==> config.mk <==
export PLATFORM = sky130hd
export DESIGN_NAME = fp_norm_round_flat
export DESIGN_NICKNAME = d
export VERILOG_FILES = /design/src/rtl/fp_pkg.sv /design/src/rtl/fp_norm_round_if.sv /design/src/rtl/fp_round_rne.sv /design/src/rtl/fp_norm_round.sv /design/src/flat_wrapper.sv
export SDC_FILE = /design/constraint.sdc
export NUM_CORES = 1
export LEC_CHECK = 0
export CORE_AREA = 2 2 103 105
export CTS_BUF_LIST = sky130_fd_sc_hd__clkbuf_8
export DETAILED_ROUTE_END_ITERATION = 10
export DIE_AREA = 0 0 105 107
export PLACE_DENSITY_LB_ADDON = 0.2
export SLEW_MARGIN = 20
export SYNTH_ARGS = -nofsm -noshare
export SYNTH_HDL_FRONTEND = slang
export SYNTH_HIERARCHICAL = 1
export SYNTH_SLANG_ARGS = --single-unit
==> constraint.sdc <==
create_clock -name clk -period 3.2 [get_ports clk]
set_clock_uncertainty 0.05 [all_clocks]
set_input_delay 0.64 -clock clk [delete_from_list [all_inputs] [get_ports clk]]
set_output_delay 0.64 -clock clk [all_outputs]
set_load 0.01 [all_outputs]
==> src/rtl/fp_pkg.sv <==
// Shared constants and types for the binary32 normalize/round stage.
package fp_pkg;

    localparam int FP_BIAS    = 127;
    localparam int FP_EXP_MAX = 255;

    localparam logic [31:0] FP_QZERO = 32'h0000_0000;
    localparam logic [31:0] FP_INF   = 32'h7F80_0000;

    typedef enum logic [1:0] {
        IDLE  = 2'd0,
        NORM  = 2'd1,
        ROUND = 2'd2,
        DONE  = 2'd3
    } norm_state_t;

    typedef struct packed {
        logic [31:0] result;
        logic        of;
        logic        uf;
        logic        nx;
    } round_res_t;

    function automatic logic [31:0] fp_with_sign(input logic s, input logic [31:0] mag);
        return {s, mag[30:0]};
    endfunction

endpackage

==> src/rtl/fp_norm_round_if.sv <==
// Operand-in / result-out handshake bundle of the normalize/round stage.
interface fp_norm_round_if;

    logic        in_valid;
    logic        in_ready;
    logic        in_sign;
    logic [9:0]  in_exp;
    logic [27:0] in_mant;
    logic        out_valid;
    logic        out_ready;
    logic [31:0] out_result;
    logic        out_of;
    logic        out_uf;
    logic        out_nx;

    modport slave (
        input  in_valid, in_sign, in_exp, in_mant, out_ready,
        output in_ready, out_valid, out_result, out_of, out_uf, out_nx
    );

    modport master (
        output in_valid, in_sign, in_exp, in_mant, out_ready,
        input  in_ready, out_valid, out_result, out_of, out_uf, out_nx
    );

endinterface

==> src/rtl/fp_round_rne.sv <==
// Combinational round-to-nearest-even and binary32 packing of a normalized operand.
module fp_round_rne
    import fp_pkg::*;
(
    input  logic              sign,
    input  logic signed [9:0] exp,
    input  logic [26:0]       mant,
    input  logic              zero_flag,
    input  logic              uf_flag,
    output logic [31:0]       result,
    output logic              of,
    output logic              uf,
    output logic              nx
);

    localparam logic signed [10:0] EXP_MAX_S = 11'(FP_EXP_MAX);

    logic              round_up;
    logic [24:0]       sum;
    logic              carry;
    logic [22:0]       frac;
    logic signed [10:0] exp_r;

    always_comb begin
        round_up = mant[2] & (mant[1] | mant[0] | mant[3]);
        sum      = {1'b0, mant[26:3]} + {24'd0, round_up};
        carry    = sum[24];
        // On carry-out the significand is renormalized by one bit (fraction becomes zero)
        frac     = carry ? sum[23:1] : sum[22:0];
        exp_r    = {exp[9], exp} + {10'd0, carry};
    end

    always_comb begin
        result = FP_QZERO;
        of     = 1'b0;
        uf     = 1'b0;
        nx     = 1'b0;
        if (uf_flag) begin
            result = fp_with_sign(sign, FP_QZERO);
            uf     = 1'b1;
            nx     = 1'b1;
        end else if (zero_flag) begin
            result = fp_with_sign(sign, FP_QZERO);
        end else if (exp_r >= EXP_MAX_S) begin
            result = fp_with_sign(sign, FP_INF);
            of     = 1'b1;
            nx     = 1'b1;
        end else begin
            result = {sign, exp_r[7:0], frac};
            nx     = mant[2] | mant[1] | mant[0];
        end
    end

endmodule

==> src/rtl/fp_norm_round.sv <==
// Iterative one-bit-per-cycle normalizer feeding an RNE rounder; emits packed binary32.
module fp_norm_round
    import fp_pkg::*;
(
    input  logic           clk,
    input  logic           rst,
    input  logic           flush,
    fp_norm_round_if.slave bus
);

    norm_state_t        state_q, state_d;
    logic               sign_q, sign_d;
    logic signed [9:0]  exp_q, exp_d;
    logic [27:0]        mant_q, mant_d;
    logic               zero_q, zero_d;
    logic               uf_q, uf_d;
    round_res_t         res_q, res_d;
    round_res_t         rnd_res;

    logic               accept;
    logic               mant_zero;
    logic               exp_le_zero;

    assign accept      = (state_q == IDLE) && bus.in_valid && !flush;
    assign mant_zero   = (mant_q == 28'd0);
    assign exp_le_zero = (exp_q <= 10'sd0);

    fp_round_rne u_round (
        .sign      (sign_q),
        .exp       (exp_q),
        .mant      (mant_q[26:0]),
        .zero_flag (zero_q),
        .uf_flag   (uf_q),
        .result    (rnd_res.result),
        .of        (rnd_res.of),
        .uf        (rnd_res.uf),
        .nx        (rnd_res.nx)
    );

    always_ff @(posedge clk or posedge rst) begin
        if (rst) begin
            state_q <= IDLE;
        end else begin
            state_q <= state_d;
        end
    end

    always_comb begin
        state_d = state_q;
        if (flush) begin
            state_d = IDLE;
        end else begin
            case (state_q)
                IDLE:  if (bus.in_valid) state_d = NORM;
                NORM:  if (mant_zero || exp_le_zero || (mant_q[27:26] == 2'b01)) state_d = ROUND;
                ROUND: state_d = DONE;
                DONE:  if (bus.out_ready) state_d = IDLE;
                default: state_d = IDLE;
            endcase
        end
    end

    always_comb begin
        bus.in_ready   = (state_q == IDLE);
        bus.out_valid  = (state_q == DONE);
        bus.out_result = res_q.result;
        bus.out_of     = res_q.of;
        bus.out_uf     = res_q.uf;
        bus.out_nx     = res_q.nx;
    end

    // Operand datapath: one normalization action per NORM cycle, zero/underflow checked first
    always_comb begin
        sign_d = sign_q;
        exp_d  = exp_q;
        mant_d = mant_q;
        zero_d = zero_q;
        uf_d   = uf_q;
        res_d  = res_q;
        if (accept) begin
            sign_d = bus.in_sign;
            exp_d  = $signed(bus.in_exp);
            mant_d = bus.in_mant;
            zero_d = 1'b0;
            uf_d   = 1'b0;
        end else if (!flush && state_q == NORM) begin
            if (mant_zero) begin
                zero_d = 1'b1;
            end else if (exp_le_zero) begin
                uf_d = 1'b1;
            end else if (mant_q[27]) begin
                mant_d = {1'b0, mant_q[27:2], mant_q[1] | mant_q[0]};
                exp_d  = exp_q + 10'sd1;
            end else if (!mant_q[26]) begin
                mant_d = {mant_q[26:0], 1'b0};
                exp_d  = exp_q - 10'sd1;
            end
        end else if (!flush && state_q == ROUND) begin
            res_d = rnd_res;
        end
    end

    always_ff @(posedge clk or posedge rst) begin
        if (rst) begin
            sign_q <= 1'b0;
            exp_q  <= 10'sd0;
            mant_q <= 28'd0;
            zero_q <= 1'b0;
            uf_q   <= 1'b0;
            res_q  <= '0;
        end else begin
            sign_q <= sign_d;
            exp_q  <= exp_d;
            mant_q <= mant_d;
            zero_q <= zero_d;
            uf_q   <= uf_d;
            res_q  <= res_d;
        end
    end

endmodule

==> src/flat_wrapper.sv <==
// flat-port wrapper written by rule: the top's interface ports become plain ports
module fp_norm_round_flat import fp_pkg::*;
  (clk, rst, flush, bus_in_valid, bus_in_sign, bus_in_exp, bus_in_mant, bus_out_ready, bus_in_ready, bus_out_valid, bus_out_result, bus_out_of, bus_out_uf, bus_out_nx);
  fp_norm_round_if bus_i ();
  input  logic clk;
  input  logic rst;
  input  logic flush;
  input wire logic [$bits(bus_i.in_valid)-1:0] bus_in_valid;
  input wire logic [$bits(bus_i.in_sign)-1:0] bus_in_sign;
  input wire logic [$bits(bus_i.in_exp)-1:0] bus_in_exp;
  input wire logic [$bits(bus_i.in_mant)-1:0] bus_in_mant;
  input wire logic [$bits(bus_i.out_ready)-1:0] bus_out_ready;
  output wire logic [$bits(bus_i.in_ready)-1:0] bus_in_ready;
  output wire logic [$bits(bus_i.out_valid)-1:0] bus_out_valid;
  output wire logic [$bits(bus_i.out_result)-1:0] bus_out_result;
  output wire logic [$bits(bus_i.out_of)-1:0] bus_out_of;
  output wire logic [$bits(bus_i.out_uf)-1:0] bus_out_uf;
  output wire logic [$bits(bus_i.out_nx)-1:0] bus_out_nx;
  assign bus_i.in_valid = bus_in_valid;
  assign bus_i.in_sign = bus_in_sign;
  assign bus_i.in_exp = bus_in_exp;
  assign bus_i.in_mant = bus_in_mant;
  assign bus_i.out_ready = bus_out_ready;
  assign bus_in_ready = bus_i.in_ready;
  assign bus_out_valid = bus_i.out_valid;
  assign bus_out_result = bus_i.out_result;
  assign bus_out_of = bus_i.out_of;
  assign bus_out_uf = bus_i.out_uf;
  assign bus_out_nx = bus_i.out_nx;
  fp_norm_round u_core (.clk(clk), .rst(rst), .flush(flush), .bus(bus_i));
endmodule
# [After elaboration in Yosys (flattened, before gate mapping)]
# Cells that the tools add are included.
[classes] n_addsub=4 bitwise_logic=7 n_mux=35 reduce_logical=18 eq_ne=10 order_cmp=2
[op_table] op="$mux 28" count=5
[op_table] op="$mux 31" count=3
[op_table] op="$mux 10" count=6
[op_table] op="$logic_not 28->1" count=1
[op_table] op="$mux 27" count=1
[op_table] op="$add 24x1->25" count=1
[op_table] op="$mux 23" count=1
[op_table] op="$mux 1" count=14
[op_table] op="$reduce_and 3->1" count=4
[op_table] op="$add 10x2->11" count=1
[op_table] op="$ge 11x9->1 const B" count=1
[op_table] op="$add 10x2->10 const B" count=1
[op_table] op="$le 10x1->1 const B" count=1
[op_table] op="$sub 10x2->10 const B" count=1
[op_table] op="$mux 2" count=4
[op_table] op="$pmux 2 s4" count=1
[op_table] op="$ne 3x2->1 const B" count=2
[op_table] op="$ne 3x3->1 const B" count=2
[op_table] op="$reduce_bool 2->1" count=3
[op_table] op="$eq 2x1->1 const B" count=2
[op_table] op="$eq 2x2->1 const B" count=2
[op_table] op="$logic_and 1x1->1" count=4
[op_table] op="$ne 2x1->1 const B" count=2
[op_table] op="$or 1x1->1" count=4
[op_table] op="7 further kinds" count=9
[word_totals] out_inout_bits=37 input_bits=44 register_bits=78 word_cells=87

# [Logic depth before layout (Yosys ltp)]
[logic_depth] ltp_word=9 mapped_depth=15 depth_no_buf=14

# [Cells and area by module]
# Netlist, hierarchy kept.
[modules_own_cells] module="fp_norm_round" n_inst=1 area_per_inst_um2=3961.3 seq_area_each_um2=1951.9 cells_per_inst=379
[modules_own_cells] module="fp_round_rne" n_inst=1 area_per_inst_um2=1011.0 seq_area_each_um2=0.0 cells_per_inst=147

# [Worst setup path after synthesis]
# Ideal clock, no wire load.
[synth_timing] path_type="reg2reg" startpoint="register u_core.mant_q[2]" endpoint="register u_core.res_q, in the netlist u_core/bus.out_nx" setup_time_ps=125 slack_ps=-265 period_less_slack_ps=3465 t_arrival_ps=3291 stages_incl_launch_ff=16 n_path_buf=1 required_ps=3025 path_cell_list="dfrtp_1 -> and2_1 -> ha_1 -> nand4_1 -> nor4_4 -> nand2_2 -> inv_1 -> ha_1 -> ha_1 -> and3_2 -> a311oi_1 -> a31oi_4 -> and2_0 -> buf_2 -> a32oi_1 -> mux2_2"
[synth_rtl] item="start: declaration" line_no="fp_norm_round.sv:14" source="logic [27:0] mant_q, mant_d;"
[synth_rtl] item="start signal: assignment" line_no="fp_norm_round.sv:114" source="mant_q <= mant_d;"
[synth_rtl] item="end signal: assignment" line_no="fp_norm_round.sv:117" source="res_q <= res_d;"
[synth_rtl] item="end: declaration" line_no="fp_norm_round.sv:17" source="round_res_t res_q, res_d;"

==> results.md <==
- Status: completed
- Global routing usage on met2: 0.370
- Design area: 6390 um^2
- DR DRC count: 0
- Area Overhead vs Synth: 28.6%
- Ant diodes: 0
- Finish-stage setup viols: 0
- Final Util: 0.633
- Initial antenna violation count: 0
- Vias in the first global route: 4262
- Clock Latency Late Sink: 0.36 ns
- Met1 Track Usage GR: 0.349
- Root buffer cell: clkbuf_8
- Drt total wl: 13200 um
- Worst Setup End Kind: register
- Final nets: 687
- WL per Instance: 17.2 um
- Final Critical Period: 2.96 ns
- Hold Startpoint: u_core/sign_q
- FF-to-FF Start: u_core/mant_q[3]
- PwrDens: 925 nW/um^2
- F_max: 338 MHz
- Inst Count DP: 748
- Largest cells by area after synthesis: dfrtp_1 39%, mux2_2 8.2%, o21ai_0 5.8%, a221o_1 4.8%, nand2_1 4.1%
- Yosys top cell area share: 0.393
- Synth Area per Inst: 9.45 um^2
- Design Power: 5.91 mW
- Worst Path Arrival: 3.20 ns
- Post-synthesis xor/xnor area fraction: 0.0493
- Clock buffer count from CTS: 9
- Worst R2R End: u_core/bus.out_result[2]
- Clk slew on worst S/H paths: 0.08 ns
- Worst setup path category: reg -> reg
- RePlAce Congestion: 0.881
- Port buffer count: 80
- Final hold vios: 0
- Fin crit share: 0.924
- Die Ht: 107 um
- Pre-antenna DRT Iters: 5
- Largest net degree at the start of global routing: 49
- First-pass GRT wire length: 21500 um
- Cell Area, Synth: 4970 um^2
- Die Span X: 105 um
- Most frequent cells after synthesis: 78 x dfrtp_1, 58 x o21ai_0, 54 x nand2_1
- R2R Setup Slk: 0.24 ns
- Leak: 2.72 nW
- Initial Utilization: 0.493
- Syn_nets: 586
- Post-DR vias/cell: 5.86
- Relative slew slack: 0.658
- CTS HTree Levels: 3
- Post-Synthesis Cells: 526
- Measured slew at the worst slew-check pin: 0.508 ns
- CP max FO: 8
- Synth Area in Compound Gates: 0.210
- DIE AREA: 11200 um^2
- Max_cap viols: 0
- Setup_tns: 0 ns
- Hold WC Path Type: reg -> reg
- Count leader, synth: dfrtp_1
- Reg2reg path depth: 15
- Area leader, netlist: dfrtp_1
- DPL Wire Length: 9660 um
- YS warnings: 6
- GRT busiest layer: met2
- GR Overflow Total: 0
- Final std cells w/o fill: 768
- Post-DP Area: 6120 um^2
- FP Rows: 37
- CP startpoint kind: register
- Count of hold-fix buffers inserted at cts: 0
- Met3 Usage GRT: 0.0359
- GRT Util Overall: 0.239
- Largest family of logic cells by synthesized area: compound AO/OA/AOI/OAI gates
- Top FF cell, synth: dfrtp_1
- Sequential area share after synthesis: 0.393
- Post-synth EDFFs: 0
- Adder-Cell Fraction of Synth Area: 0.0418
- # IOs: 81
- Synth Area in Simple Gates: 0.176
- Distinct cell type count after synthesis: 67
- Clock net sink count: 78
- Number of synthesized register bits: 78
- Hold Path Depth: 2
- Layout cells sized above 1: 0.204
- Worst Hold End: u_core/sign_q
- Initial drt markers: 292
- CTS max path bufs: 2
- CTS tree: done
- Proportion of synthesized area in mux cells: 0.0876
- Core area: 10100 um^2
- CP required: 3.44 ns
- Via count: 4502
- Async SR Flop Fraction: 1.00
- Routed Antenna Nets: 0
- Worst VDD drop: 0.493 mV
- Max Slew Vio Count: 0
- Worst Setup SP: u_core/mant_q[3]
layout make-up:
cell class	count	area, um^2
Clock inverter	6	85.1
Timing Repair Buffer	118	1100
Fill cell	883	3700
Multi-Input combinational cell	404	2890
Inverter	16	60.1
Tap cell	136	170
Sequential cell	78	1950
Clock buffer	10	138
how the worst max path moves through the flow:
| stage | cells after the start | endpoint |
|---|---|---|
| global placement | 14 | u_core/bus.out_result[12] |
| floorplan | 15 | u_core/bus.out_nx |
| finish | 15 | u_core/bus.out_result[2] |
| CTS | 14 | u_core/bus.out_result[12] |
| global route | 15 | u_core/bus.out_result[23] |
| detailed placement | 14 | u_core/bus.out_result[12] |
worst max-delay path, stage by stage, from the launching register on:
cell	delay, ns
dfrtp_1	0.37
and2_4	0.16
ha_4	0.14
nand4_1	0.17
nor4_4	0.22
nand2_2	0.09
inv_2	0.07
ha_4	0.14
ha_4	0.14
and3_4	0.23
a311oi_2	0.12
a31oi_4	0.30
buf_4	0.18
nand3b_4	0.11
a211oi_1	0.22
mux2_2	0.19
stage by stage:
step | hold WS, ns | worst slack, ns
after global routing | 0.481 | -0.00968
final | 0.436 | 0.242
after floorplan | 0.397 | 0.0337
after detailed placement | 0.425 | 0.0949
after global placement | 0.436 | 0.225
after CTS | 0.447 | 0.0794
cells by family after synthesis:
| kind of cell | after synthesis |
|---|---|
| compound gates | 151 |
| xor+xnor | 28 |
| fa+ha+maj | 16 |
| buf+inv | 45 |
| simple gates | 169 |
| flops | 78 |
| mux | 39 |
flip-flops by register name, indices dropped and copies added, names as in the netlist:
name / flops
u_core/exp_q: 10
u_core/bus.out_nx: 1
u_core/state_q: 2
u_core/mant_q: 28
u_core/bus.out_of: 1
u_core/sign_q: 1
u_core/uf_q: 1
u_core/zero_q: 1
u_core/bus.out_result: 32
u_core/bus.out_uf: 1
cells in the final DEF (no fill, tap or decap), types with 3 or more instances in the layout:
cell type / Yosys / final
dfrtp_1: 78 / 76
xor2_1: 14 / 14
clkbuf_8: 0 / 10
ha_4: 0 / 3
nor4_1: 9 / 9
o211ai_1: 4 / 4
o21ai_0: 58 / 58
a221o_1: 24 / 24
mux2_2: 36 / 36
a211oi_1: 6 / 6
mux2i_1: 3 / 3
clkdlybuf4s50_1: 0 / 80
or2_2: 3 / 3
ha_1: 15 / 12
and3_1: 7 / 7
a21oi_1: 23 / 23
nor2_1: 44 / 43
buf_4: 2 / 37
nand3_1: 15 / 14
nand4_1: 7 / 7
xnor2_1: 14 / 14
o21ai_2: 3 / 3
nand2_1: 54 / 53
nor3_1: 5 / 5
a21o_1: 3 / 3
inv_1: 16 / 14
a31oi_1: 6 / 6
nand2_2: 2 / 3
power breakdown:
group / switching, mW / total (mW) / internal [mW]
Clock: 0.375 / 0.832 / 0.458
Sequential: 0.398 / 1.78 / 1.39
Combinational: 1.70 / 3.30 / 1.59
routing by layer:
metal  part of all wire  vias to the layer above
li1                   -                     2150
met1               0.48                     2170
met2               0.45                      166
met3              0.054                       16
met4              0.014                        0
met5                  0                        -
what timing repair did:
| item | CTS | global route |
|---|---|---|
| endpoints found under the setup margin | 0 | 27 |
| buffers inserted | 0 | 3 |
| resized for setup | 0 | 6 |
Note: power is estimated with default switching activity, not from simulation.
